<file path="src/rtl/rf_sched_pkg.sv">
// Shared types and constants for the register-file write-back scheduler.
// Widths here describe the 32x32 integer register file.
package rf_sched_pkg;

  localparam int XLEN       = 32;
  localparam int REG_ADDR_W = 5;
  localparam int NUM_REGS   = 32;

  localparam logic [REG_ADDR_W-1:0] REG_ZERO = '0;

  typedef struct packed {
    logic [REG_ADDR_W-1:0] rd;
    logic [XLEN-1:0]       data;
  } wb_req_t;

  function automatic logic [NUM_REGS-1:0] reg_bit(
    input logic [REG_ADDR_W-1:0] r
  );
    logic [NUM_REGS-1:0] m;
    m    = '0;
    m[r] = 1'b1;
    return m;
  endfunction

endpackage

</file>
<file path="src/rtl/rr_arbiter.sv">
// Round-robin arbiter: one-hot grant, search starts after the last winner.
// The pointer moves only when a grant is actually taken.
module rr_arbiter #(
  parameter int N = 3
) (
  input  logic         clk,
  input  logic         reset_n,
  input  logic [N-1:0] req,
  input  logic         advance,
  output logic [N-1:0] grant
);

  localparam int PW = (N > 1) ? $clog2(N) : 1;

  logic [PW-1:0] ptr;
  logic [PW-1:0] sel;
  logic          hit;

  always_comb begin
    grant = '0;
    hit   = 1'b0;
    sel   = ptr;
    for (int i = 0; i < N; i++) begin
      if (!hit && req[(int'(ptr) + i) % N]) begin
        hit = 1'b1;
        sel = PW'((int'(ptr) + i) % N);
      end
    end
    if (hit) grant[sel] = 1'b1;
  end

  always_ff @(posedge clk or negedge reset_n) begin
    if (!reset_n) begin
      ptr <= '0;
    end else if (advance && hit) begin
      ptr <= (sel == PW'(N - 1)) ? '0 : sel + 1'b1;
    end
  end

endmodule

</file>
<file path="src/rtl/rf_wb_sched.sv">
// Write-back scheduler: shares the register-file write port between
// result producers and tracks pending destinations for decode stalls.
module rf_wb_sched #(
  parameter int NUM_REQ    = 3,
  parameter int XLEN       = rf_sched_pkg::XLEN,
  parameter int REG_ADDR_W = rf_sched_pkg::REG_ADDR_W
) (
  input  logic                          clk,
  input  logic                          reset_n,
  input  logic                          issue_valid,
  input  logic [REG_ADDR_W-1:0]         issue_rd,
  output logic                          issue_ready,
  input  logic [REG_ADDR_W-1:0]         rs1,
  input  logic [REG_ADDR_W-1:0]         rs2,
  input  logic                          rs1_enable,
  input  logic                          rs2_enable,
  output logic                          raw_stall,
  input  logic [NUM_REQ-1:0]            req_valid,
  input  logic [NUM_REQ*REG_ADDR_W-1:0] req_rd,
  input  logic [NUM_REQ*XLEN-1:0]       req_data,
  output logic [NUM_REQ-1:0]            req_ready,
  output logic                          wb_enable,
  output logic [REG_ADDR_W-1:0]         wb_rd,
  output logic [XLEN-1:0]               wb_data,
  output logic [rf_sched_pkg::NUM_REGS-1:0] busy_mask
);

  import rf_sched_pkg::*;

  logic [NUM_REQ-1:0]  grant;
  wb_req_t             sel;
  logic [NUM_REGS-1:0] busy;
  logic [NUM_REGS-1:0] set_mask;
  logic [NUM_REGS-1:0] clr_mask;

  rr_arbiter #(
    .N(NUM_REQ)
  ) u_arb (
    .clk    (clk),
    .reset_n(reset_n),
    .req    (req_valid),
    .advance(1'b1),
    .grant  (grant)
  );

  assign req_ready = grant;

  always_comb begin
    sel = '0;
    for (int i = 0; i < NUM_REQ; i++) begin
      if (grant[i]) begin
        sel.rd   = req_rd[i*REG_ADDR_W +: REG_ADDR_W];
        sel.data = req_data[i*XLEN +: XLEN];
      end
    end
  end

  // rd=0 is consumed but never reaches the register file
  always_ff @(posedge clk or negedge reset_n) begin
    if (!reset_n) begin
      wb_enable <= 1'b0;
      wb_rd     <= '0;
      wb_data   <= '0;
    end else begin
      wb_enable <= (|grant) && (sel.rd != REG_ZERO);
      if (|grant) begin
        wb_rd   <= sel.rd;
        wb_data <= sel.data;
      end
    end
  end

  assign issue_ready =
    !((issue_rd != REG_ZERO) && busy[issue_rd]);

  assign set_mask =
    (issue_valid && issue_ready && issue_rd != REG_ZERO)
      ? reg_bit(issue_rd) : '0;

  assign clr_mask = wb_enable ? reg_bit(wb_rd) : '0;

  always_ff @(posedge clk or negedge reset_n) begin
    if (!reset_n) begin
      busy <= '0;
    end else begin
      busy <= ((busy & ~clr_mask) | set_mask)
              & ~NUM_REGS'(1);
    end
  end

  // no bypass: stall holds until the write has landed
  assign raw_stall =
    (rs1_enable && rs1 != REG_ZERO && busy[rs1]) ||
    (rs2_enable && rs2 != REG_ZERO && busy[rs2]);

  assign busy_mask = busy;

endmodule

</file>
<file path="config.mk">
export PLATFORM = sky130hd
export DESIGN_NAME = rf_wb_sched
export DESIGN_NICKNAME = d
export VERILOG_FILES = /design/src/rtl/rf_sched_pkg.sv /design/src/rtl/rr_arbiter.sv /design/src/rtl/rf_wb_sched.sv
export SDC_FILE = /design/constraint.sdc
export NUM_CORES = 1
export LEC_CHECK = 0
export ABC_AREA = 1
export BUFFER_PORTS_ARGS = -buffer_cell sky130_fd_sc_hd__clkbuf_2
export CAP_MARGIN = 20
export CORE_UTILIZATION = 30
export CTS_CLUSTER_DIAMETER = 200
export DETAILED_ROUTE_END_ITERATION = 6
export GPL_ROUTABILITY_DRIVEN = 1
export PLACE_DENSITY = 0.57
export SLEW_MARGIN = 20
export SYNTH_ARGS = -nofsm -noshare
export SYNTH_HDL_FRONTEND = slang
export SYNTH_SLANG_ARGS = --single-unit
export TNS_END_PERCENT = 10
</file>
<file path="constraint.sdc">
create_clock -name clk -period 2.95 [get_ports clk]
set_input_delay 0.1475 -clock clk [delete_from_list [all_inputs] [get_ports clk]]
set_output_delay 0.1475 -clock clk [all_outputs]
set_load 0.01 [all_outputs]
</file>
==> impl_metrics.tcl <==
set metrics [dict create \
    status "finished clean" \
    numCtsBuffers 9 \
    wirelength_um 17400 \
    grt_overflow 0 \
    io_pins 209 \
    crit_chain "inv_1, ha_1, inv_2, nand2_1, nand3_2, nand2_2, nand2_2, inv_2, nand3_1, nand2_2, nand2_4, nor2_8, buf_4, clkbuf_2" \
    synthTopCellsByArea "dfrtp_1 37%, nand2_1 16%, nand4_1 9.2%, o21ai_0 6.9%, nand3_1 5.0%" \
    final_common_cell "nand2_1" \
    p_switching_mw 4.06 \
    cts_root_buf "clkbuf_16" \
    power.density_nw_per_um2 1290 \
    cp-end-kind "output port" \
    cts.path.max_buffers 2 \
    syn_to_final_growth_pct 34.0 \
    drv_cap 0 \
    ys_seq_area_frac 0.373 \
    synth.top_cell.area_share 0.373 \
    max_freq_ghz 0.363 \
    netlist-cell-type-count 38 \
    synthXorXnorAreaFrac 0 \
    finalPower_mw 8.25 \
    setup_viol 0 \
    drt_iter0_markers 303 \
    rsz0062_at_grt "no" \
    min_path_type "input pin to register" \
    crit_path_frequent_cell "nand2_2" \
    tightest_slew_ns 0.942 \
    cts_sinks 71 \
    dieArea_um2 16400 \
    die_h_um 128 \
    setup_tns_ns 0 \
    drc 0 \
    ir_worst_vdd_uv 797 \
    pwr-share-seq 0.242 \
    yosysWarnings 0 \
    start_util 0.310 \
    ys_seq_elements 71 \
    required_ns 2.80 \
    power.internal_mw 4.19 \
    num_antenna_cells 0 \
    synth_compound_area_frac 0.147 \
    cellLeakagePower_nw 3.19 \
    gp_congestion 0.890 \
    antenna_found_initial 0 \
    via_per_inst 5.02 \
    ant_nets 0 \
    pwr-share-clk 0.147 \
    cpPeakStageDelay_ns 0.42 \
    synthFlopType "dfrtp_1" \
    slew_violations 0 \
    grt_max_degree 72 \
    synth-async-reset-ratio 1.00 \
    clk_latency_ns 0.34 \
    netSwitchingFraction 0.492 \
    synth_area_per_cell_um2 6.90 \
    post-route-min-period_ns 2.76 \
    synth_mux_area_frac 0 \
    synthCells 691 \
    dr.pass1.iters 5 \
    yosys.area_share.adder 0.00787 \
    cts_tree "built" \
    hold_viol_final 0 \
    drive_gt1_frac 0.295 \
    final_net_count 1031 \
    dp_hpwl_um 13200 \
    critPathKind "register to output port" \
    final.setup_skew_ns 0.00673 \
    place_area_um2 6000 \
    wire_per_inst_um 15.7 \
    syn-num-nets 828 \
    synth-simple-area-share 0.385 \
    layout_common_cells "207 x nand2_1, 206 x clkbuf_2, 71 x dfrtp_1, 70 x nand4_1, 66 x o21ai_0" \
    cts_resized 0 \
    synth_edf_count 0 \
    grt_pass1_vias 5126 \
    cp_slowest_cell "dfrtp_1" \
    netlist_area_um2 4770 \
    finalCritPeriodShare 0.934 \
    synth_top_area_cell "dfrtp_1" \
    h-tree-depth 3 \
    track_usage 0.215 \
    cts.reportedPaths.clkPinSlew_ns 0.06 \
    crit_family "simple AND/OR/NAND/NOR gates" \
    grt_pass1_wl_um 27200 \
    rows 45 \
    path_max_fanout 9 \
    arrival_ns 2.61 \
    dr_total_vias 5570 \
    pwr-share-comb 0.611 \
    fillers 1662 \
    die_w_um 128 \
    synth_top_family_by_area "simple AND/OR/NAND/NOR gates" \
    fp.coreArea_um2 15400 \
    fin_area_um2 6390 \
    slew_headroom 0.372 \
    fin_util 0.416 \
    portBuffers 207 \
    crit_buf_inv 5 \
    setup.worst_path.start_class "register" \
]
Yosys cell counts (all sizes together), types with 2 or more instances:
cell type,instances
clkbuf,11
o211ai,3
o21bai,4
a221oi,2
ha,3
nor2,52
o22ai,13
buf,23
inv,61
a211oi,2
a21oi,24
nor3,6
o21ai,73
dfrtp,71
nand3,50
nand4,70
nand2,215
cells by family (layout without fill, tap and decap cells):
group / Yosys count / after routing
adders and majority gates: 3 / 3
buffers and inverters: 95 / 302
AOI/OAI and AO/OA: 125 / 125
DFF: 71 / 71
other: 1 / 1
and+or+nand+nor: 396 / 397
per-layer routing:
layer	wire length [um]	vias up	GRT usage
li1	-	2761	-
met1	7550	2564	0.275
met2	8390	234	0.363
met3	1270	11	0.0467
met4	179	0	0.0657
met5	0	-	0
through the flow:
| step | setup WS, ns | std cells | hold WS, ns |
|---|---|---|---|
| 3_3_place_gp | 0.494 | 1087 | 0.353 |
| 4_1_cts | 0.0641 | 1105 | 0.00210 |
| 6_report | 0.194 | 1110 | 0.0109 |
| 3_5_place_dp | 0.437 | 1087 | 0.354 |
| 2_1_floorplan | 0.854 | 691 | -0.148 |
| 5_1_grt | 0.0186 | 1110 | 0.0135 |
area by class of cell:
type | instances | area [um2] | area share
Tap cell | 211 | 264 | 0.0413
Inverter | 61 | 229 | 0.0358
Multi-Input combinational cell | 526 | 2590 | 0.406
Sequential cell | 71 | 1780 | 0.278
Timing Repair Buffer | 225 | 1200 | 0.188
Clock buffer | 13 | 260 | 0.0407
Clock inverter | 3 | 65.1 | 0.0102
worst register-to-register path, stage by stage, from the launching register on:
cell and delay (ns):
dfrtp_1 0.38, inv_1 0.12, ha_1 0.30, o21ai_1 0.22, nand2_2 0.15, inv_2 0.08, nand3_1 0.07, nand2_1 0.13
nor2_1 0.08, nor2_4 0.25, nor2_8 0.10, buf_4 0.15, nand2_1 0.05, nand3_1 0.08, nor2_1 0.12, nand3_1 0.07
power by group through the flow:
stage	clock, mW	sequential (mW)	combinational, mW
after floorplan	0	2.06	3.18
after global placement	0	2.00	4.83
after detailed placement	0	2.00	4.88
after CTS	1.24	1.99	4.89
after global routing	1.27	2.06	5.63
final	1.21	1.99	5.04
what timing repair did:
action,4_1_cts,5_1_grt
buffers inserted,0,4
hold buffers,2,0
endpoints found under the setup margin,0,1
hold endpoints to repair,18,0
worst paths after layout:
check                              from       endpoint  slack (ns)  depth (start not counted)
min in group asynchronous       reset_n  busy_mask[20]        0.49                          2
setup / recovery           u_arb.ptr[1]   req_ready[1]        0.19                         14
hold reg to reg              wb_data[3]     wb_data[3]        0.50                          2
setup reg to reg           u_arb.ptr[0]      wb_enable        0.47                         15
max in group asynchronous       reset_n   busy_mask[7]        1.83                          2
hold / removal             req_data[68]     wb_data[4]        0.01                          3
registers in the layout, indices dropped and copies added (netlist names):
signal and cells:
wb_data 32, busy_mask 31, wb_rd 5, u_arb.ptr 2, wb_enable 1
Power figures use the tool's default switching activity.
